--- config.mk ---
export PLATFORM = sky130hd
export DESIGN_NAME = reg_writeback_arbiter
export DESIGN_NICKNAME = d
export VERILOG_FILES = /design/src/rtl/reg_writeback_arbiter.sv
export SDC_FILE = /design/constraint.sdc
export NUM_CORES = 1
export LEC_CHECK = 0
export CORE_ASPECT_RATIO = 0.5
export CORE_MARGIN = 8
export CORE_UTILIZATION = 54
export DETAILED_ROUTE_END_ITERATION = 6
export GPL_TIMING_DRIVEN = 1
export PLACE_DENSITY = 0.84
export SETUP_SLACK_MARGIN = 0.02
export SLEW_MARGIN = 25
export SYNTH_ARGS = -nofsm -noshare
export SYNTH_HDL_FRONTEND = slang
export SYNTH_SLANG_ARGS = --single-unit
--- constraint.sdc ---
create_clock -name clk -period 3.3 [get_ports clk]
set_clock_uncertainty 0.15 [all_clocks]
set_input_delay 0.66 -clock clk [delete_from_list [all_inputs] [get_ports clk]]
set_output_delay 0.66 -clock clk [all_outputs]
set_load 0.01 [all_outputs]
--- src/rtl/reg_writeback_arbiter.sv ---
// Register-file write-port arbiter: ALU results win, loads queue in a small FIFO,
// pending-write scoreboard drives hazard. Optional WB_BYPASS_EN adds byp_sel forwarding.
module reg_writeback_arbiter #(
  parameter int DATA_W = 32,
  parameter int ADDR_W = 4,
  parameter int QDEPTH = 4
) (
  input  logic                      clk,
  input  logic                      rst,
  input  logic                      flush,
  input  logic                      alu_valid,
  input  logic [ADDR_W-1:0]         alu_rd,
  input  logic [DATA_W-1:0]         alu_data,
  input  logic                      mem_valid,
  output logic                      mem_ready,
  input  logic [ADDR_W-1:0]         mem_rd,
  input  logic [DATA_W-1:0]         mem_data,
  input  logic                      iss_valid,
  input  logic [ADDR_W-1:0]         iss_rd,
  input  logic [ADDR_W-1:0]         RS1,
  input  logic [ADDR_W-1:0]         RS2,
  input  logic [ADDR_W-1:0]         RS3,
  output logic                      hazard,
  output logic [ADDR_W-1:0]         RD,
  output logic [DATA_W-1:0]         WD,
  output logic                      wr_enable,
  output logic [$clog2(QDEPTH):0]   q_count
`ifdef WB_BYPASS_EN
  ,
  output logic [2:0]                byp_sel
`endif
);

  localparam int PW   = $clog2(QDEPTH);
  localparam int CW   = PW + 1;
  localparam int NREG = 1 << ADDR_W;

  logic [ADDR_W-1:0] r_q_rd   [QDEPTH];
  logic [DATA_W-1:0] r_q_data [QDEPTH];
  logic [PW-1:0]     r_wptr;
  logic [PW-1:0]     r_rptr;
  logic [CW-1:0]     r_count;
  logic [NREG-1:0]   r_pend;
  logic [ADDR_W-1:0] r_rd;
  logic [DATA_W-1:0] r_wd;
  logic              r_we;

  logic              w_push;
  logic              w_pop;
  logic              w_sel;
  logic [ADDR_W-1:0] w_sel_rd;
  logic [DATA_W-1:0] w_sel_data;
  logic [NREG-1:0]   w_set;
  logic [NREG-1:0]   w_clr;
  logic [2:0]        w_pend_rs;

  // No credit is given for a pop in the same cycle.
  assign mem_ready = (r_count < CW'(QDEPTH));
  assign w_push    = mem_valid && mem_ready && !flush;
  assign w_pop     = w_sel && !alu_valid;
  assign q_count   = r_count;

  always_comb begin
    w_sel      = 1'b0;
    w_sel_rd   = '0;
    w_sel_data = '0;
    if (!flush) begin
      if (alu_valid) begin
        w_sel      = 1'b1;
        w_sel_rd   = alu_rd;
        w_sel_data = alu_data;
      end else if (r_count != '0) begin
        w_sel      = 1'b1;
        w_sel_rd   = r_q_rd[r_rptr];
        w_sel_data = r_q_data[r_rptr];
      end
    end
  end

  always_ff @(posedge clk) begin
    if (w_push) begin
      r_q_rd[r_wptr]   <= mem_rd;
      r_q_data[r_wptr] <= mem_data;
    end
  end

  always_ff @(posedge clk or negedge rst) begin
    if (!rst) begin
      r_wptr  <= '0;
      r_rptr  <= '0;
      r_count <= '0;
    end else if (flush) begin
      r_wptr  <= '0;
      r_rptr  <= '0;
      r_count <= '0;
    end else begin
      if (w_push) r_wptr <= r_wptr + PW'(1);
      if (w_pop)  r_rptr <= r_rptr + PW'(1);
      case ({w_push, w_pop})
        2'b10:   r_count <= r_count + CW'(1);
        2'b01:   r_count <= r_count - CW'(1);
        default: r_count <= r_count;
      endcase
    end
  end

  // A destination of 0 still consumes the result but never strobes the port.
  always_ff @(posedge clk or negedge rst) begin
    if (!rst) begin
      r_rd <= '0;
      r_wd <= '0;
      r_we <= 1'b0;
    end else begin
      r_we <= w_sel && (w_sel_rd != '0);
      if (w_sel) begin
        r_rd <= w_sel_rd;
        r_wd <= w_sel_data;
      end
    end
  end

  assign RD        = r_rd;
  assign WD        = r_wd;
  assign wr_enable = r_we;

  always_comb begin
    w_set = '0;
    w_clr = '0;
    if (iss_valid && (iss_rd != '0)) w_set[iss_rd] = 1'b1;
    if (r_we)                        w_clr[r_rd]   = 1'b1;
  end

  // Set is OR-ed after the clear so a same-edge reissue keeps the bit pending.
  always_ff @(posedge clk or negedge rst) begin
    if (!rst) begin
      r_pend <= '0;
    end else if (flush) begin
      r_pend <= '0;
    end else begin
      r_pend <= (r_pend & ~w_clr) | w_set;
    end
  end

  assign w_pend_rs = {r_pend[RS3], r_pend[RS2], r_pend[RS1]};

`ifdef WB_BYPASS_EN
  logic [2:0] w_byp;

  always_comb begin
    w_byp    = 3'b000;
    w_byp[0] = r_we && (r_rd != '0) && (r_rd == RS1);
    w_byp[1] = r_we && (r_rd != '0) && (r_rd == RS2);
    w_byp[2] = r_we && (r_rd != '0) && (r_rd == RS3);
  end

  assign byp_sel = w_byp;
  assign hazard  = |(w_pend_rs & ~w_byp);
`else
  assign hazard  = |w_pend_rs;
`endif

endmodule

* Yosys cells after proc, flatten, opt, wreduce, memory -nomap -nowiden *
Memories as Yosys holds them, arrays and structs flattened.
Index checks and enable logic that the tools add are counted.
Widths: inputs -> output; s select.

word-level totals
  bits in writable memories = 144
  output and inout bits = 42
  memories kept = 2
  word-level logic and storage cells = 72
  register bits after elaboration = 60
  input port bits = 94

memory list
  name      words  width  read ports  clocked after memory_dff  write ports  line  text
  r_q_data  4      32     1           0                         1            39    logic [DATA_W-1:0] r_q_data [QDEPTH];
  r_q_rd    4      4      1           0                         1            38    logic [ADDR_W-1:0] r_q_rd [QDEPTH];

cells by class
  reductions and logical operators = 16
  magnitude comparators = 8
  bitwise logic cells = 3
  mux-type cells = 30
  equality and inequality tests = 2
  add/subtract/negate cells = 4

operators by type and width
  kind                 number
  $mux 32              3
  $mux 16              3
  $lt 4x5->1 const B   5
  $and 16x16->16       1
  $not 16->16          1
  $or 16x16->16        1
  $bmux 1 s4           3
  $mux 4               3
  $mux 1               10
  $demux 1 s4          2
  $ge 4x1->1 const B   2
  $mux 2               4
  $reduce_bool 4->1    2
  $logic_and 1x1->1    7
  $pmux 3 s2           1
  $reduce_bool 3->1    2
  $add 2x1->2 const B  2
  $reduce_bool 2->1    2
  $add 3x1->3 const B  1
  $lt 3x3->1 const B   1
  $mux 3               1
  $reduce_or 3->1      1
  $sub 3x1->3 const B  1
  $eq 2x1->1 const B   1
  2 further kinds      3

* Longest topological paths before layout *
  word-level depth = 9
  mapped depth = 9
  mapped depth without buffers = 7

* Worst setup path after synthesis *
Ideal clock, no wire load.

  path type = input-to-reg
  start point = input port mem_valid
  end point = memory r_q_data[0][0] (enable)
  slack = 0.812 ns
  stages on the path = 4
  required time = 2.753 ns
  library setup time = 0.397 ns
  buffers on the path = 1
  data arrival time = 1.941 ns
  cell sequence = nand2b_1 clkbuf_1 nor2_1 and2_1

on the way
  cells in the longest elaborated chain, start to end = 4

ends and longest elaborated chain
  item                            line  text
  start: declaration              14    input logic mem_valid,
  $logic_and 1x1->1 (2 in a row)  59    assign w_push = mem_valid && mem_ready && !flush;
  $mux 1                          81    if (w_push) begin
  $mux 1 (not written as such)    83    r_q_data[r_wptr] <= mem_data;
  end: declaration                39

Every way passes these cells.

* Worst setup path after layout *
  start point = input port RS2[1]
  end point = output port hazard

on the way
  cells in the longest elaborated chain, start to end = 3

ends and longest elaborated chain
  item                          line  text
  start: declaration            21    input logic [ADDR_W-1:0] RS2,
  $bmux 1 s4                    144   assign w_pend_rs = {r_pend[RS3], r_pend[RS2], r_pend[RS1]};
  $mux 1 (not written as such)  144
  $reduce_or 3->1               159   assign hazard = |w_pend_rs;
  end: declaration              23    output logic hazard,

Every way passes these cells. The select of a mux whose other input is x is not followed.

==> impl_results.md <==
* Most used flip-flop cell after synthesis: edfxtp_1
* Worst reg2reg path endpoint: r_q_data[2][6]
* Via count of the first global-routing pass at 5707
* Hold violation total from the final report at 3
* Most congested layer reported by global routing: met2
* Data required time of the worst path at 2.49 ns
* Critical R2R Launch: q_count[2]
* Min-delay worst type: input pin to async pin
* Portion of the post-synthesis area used by sequential elements at 68.1%
* Leak at 3.75 nW
* Chip Width at 194 um
* Max-Cap Viols at 0
* Total via count in the routed design at 5320
* Pwr Density at 555 nW/um2
* Post-layout minimum cycle time at 3.17 ns
* Standard-cell rows at 32
* Routability Congestion at 0.916
* Share of layout cells above drive strength 1 at 18.5%
* Violated checks: hold timing
* TritonCTS clock tree: done
* #FFs+latches synth at 204
* Filler Cells Inserted at 1002
* Total Routed Length at 20700 um
* Worst setup startpoint: RS2[1]
* Number of warnings printed during yosys synthesis at 0
* Synthesis-to-finish area growth at 26.1%
* Routed vias/inst at 6.00
* Final slew viol count at 0
* Clock network latency to the later pin of the worst-skew pair at 0.48 ns
* CTS root buffer: clkbuf_16
* Worst setup slack for register-to-register paths at 1.09 ns
* Outcome: finished, violations left
* FFs w/ async S/R, synth at 29.4%
* Register clock-pin slew on the reported worst setup and hold paths at 0.06 ns
* CTS max path bufs at 3
* Initial antenna violation count at 1
* Cell area after layout at 10800 um2
* VDD IR-drop max at 0.436 mV
* Wire length per cell at 23.3 um
* Core box area at 15500 um2
* Global routing usage summed across all routing layers at 19.7%
* Global-route wire length before repair at 32100 um
* Met2 usage at 35.1%
* Met3 GRT Util at 3.78%
* Syn_area_per_cell at 16.4 um2
* Period utilisation layout at 96.0%
* Final worst-path setup slack at 0.131 ns
* Final hold slack at -0.00375 ns
* Post-route DRC violation count at 0
* Kind of critical path: input pin to output pin
* Worst slack at placement at -0.248 ns
* Cell area after placement at 10200 um2
* Die Height at 105 um
* Synthesized instance count at 522
* Highest attainable clock frequency at 316 MHz
* Post-Synthesis Cell Area at 8560 um2
* Setup Buffers After CTS at 0
* Hpwl dp at 14000 um
* Number of detailed-routing iterations run before antenna repair at 5
* H-tree depth at 1
* Grt met1 use at 24.6%
* Number of cells on the worst reg-to-reg path at 4
* Top-level I/O count at 136
* Critical path launch point type: input pin
* Number of synthesized flops with an enable pin at 144
* Port Buf Inserts at 135
* Critical Path End Type: output pin
* Setup repair after global routing missed its margin: false
* Iteration-0 DRC Markers at 503
* Number of library cell types mapped by synthesis at 43
* Number of nets in the layout at 769
* Number of setup violations in the final report at 0
* Tightest slew margin relative to the limit at 50.8%
* Number of buffers created by CTS at 19
* Number of clock sinks at 204
* Total congestion overflow at 0
* Initial Util at 55.4%
* Maximum fanout count along the critical path at 3
* Worst endpoint data arrival time at 2.36 ns
* Number of nets produced by synthesis at 621
* Largest net degree at the start of global routing at 47
* Transition time at the pin with the least slew margin at 0.738 ns
* Total Die Area at 20400 um2
* Antenna-violating nets left at 0
* Destination of the critical timing path: hazard
[registers in the layout, summed over array words and instances (netlist names)]
signal / flops
r_q_rd: 16
q_count: 3
r_rptr: 2
wr_enable: 1
r_wptr: 2
RD: 4
r_pend: 16
r_q_data: 128
WD: 32
[power breakdown]
group | internal (W) | switching (W) | total [W]
Clock | 0.00109 | 0.000879 | 0.00197
Combinational | 0.000524 | 0.000463 | 0.000987
Sequential | 0.00292 | 0.000109 | 0.00303
Total | 0.00454 | 0.00145 | 0.00599
[how the worst min path moves through the flow]
stage	cells after the start	slack, ns	end
after floorplan	0	0.21	RD[0]
after global placement	2	0.34	WD[22]
after detailed placement	2	0.35	WD[27]
after CTS	1	0.008	r_wptr[1]
after global routing	1	0.02	r_wptr[1]
final	1	-0.004	WD[9]
[placed cells by master, fill, tap and decap left out, drive strengths merged, types with 2 or more instances in the layout]
cell type / count
and2: 4
a22oi: 4
ha: 4
a221oi: 32
nand3: 5
nand2b: 5
clkdlybuf4s50: 129
o211ai: 2
nor3b: 3
nor2b: 2
nor4: 2
buf: 23
mux4: 45
nor2: 77
nand4: 2
o21ai: 23
mux2i: 9
nand2: 22
or2: 2
clkinv: 4
edfxtp: 144
a31oi: 2
dfrtp: 60
xnor2: 5
a21oi: 18
nand3b: 5
dlygate4sd2: 4
clkbuf: 29
mux2: 4
inv: 3
[cells in the mapped netlist (all sizes together), types with 2 or more instances]
library cell	n	area [um2]
or2	2	12.5
edfxtp	144	4320
a221oi	32	393
clkbuf	13	48.8
mux4	45	1010
nand3b	5	37.5
nand2b	5	31.3
a21oi	18	101
mux2i	9	90.1
buf	16	110
o21ai	23	115
nand2	22	82.6
nor2	77	289
nor4	2	18.8
o211ai	2	15.0
xnor2	5	43.8
nand3	5	25.0
a31oi	2	12.5
nand4	2	12.5
ha	4	50.1
a22oi	4	30.0
inv	3	11.3
and2	4	25.0
nor3b	3	22.5
dfrtp	60	1500
mux2	4	45.0
nor2b	2	12.5
[cell type report]
class / count / area [um2] / share of cell area (%)
inverters: 3 / 11.3 / 0.104
well taps: 204 / 255 / 2.37
multi-input cells: 286 / 2570 / 23.9
flip-flops and latches: 204 / 5830 / 54.0
clock inverters: 4 / 20.0 / 0.186
clock buffers: 29 / 523 / 4.85
repair buffers: 156 / 1580 / 14.6
diodes: 1 / 2.50 / 0.0232
[stage by stage]
step | utilization (%) | setup TNS [ns] | cells | hold slack, ns | total power, W
after floorplan | - | 0 | 522 | 0.214 | 0.00354
after global placement | 66.2 | -0.199 | 852 | 0.341 | 0.00403
after detailed placement | 66.2 | -0.248 | 852 | 0.351 | 0.00407
after CTS | 69.6 | 0 | 885 | 0.00794 | 0.00602
after global routing | 69.8 | 0 | 887 | 0.0247 | 0.00620
final | 69.8 | 0 | 887 | -0.00375 | 0.00599
[routing by layer]
layer,wire (um),up-vias
li1,-,2351
met1,8300,2687
met2,10700,246
met3,1320,36
met4,365,0
met5,0,-
[worst max-delay path, stage by stage]
cell             delay [ns]
clkdlybuf4s50_1        0.54
mux4_2                 0.52
nand2b_1               0.16
nand4_1                0.10
nand4_1                0.09
dlygate4sd2_1          0.30
[repair_timing]
| item | in CTS | in global routing |
|---|---|---|
| gates resized for setup | 4 | 0 |
| setup endpoints to repair | 1 | 0 |
| hold buffers | 0 | 0 |
[cell families (layout without fill, tap and decap cells)]
| family | count (synthesis) | after routing | synth area share [%] |
|---|---|---|---|
| compound gates | 85 | 85 | 8.16 |
| other cells | 0 | 1 | 0 |
| mux | 58 | 58 | 13.4 |
| simple gates | 133 | 133 | 7.03 |
| buf+inv | 32 | 192 | 1.99 |
| xor+xnor | 5 | 5 | 0.512 |
| fa+ha+maj | 5 | 5 | 0.819 |
| flops | 204 | 204 | 68.1 |
Power figures use the tool's default switching activity.
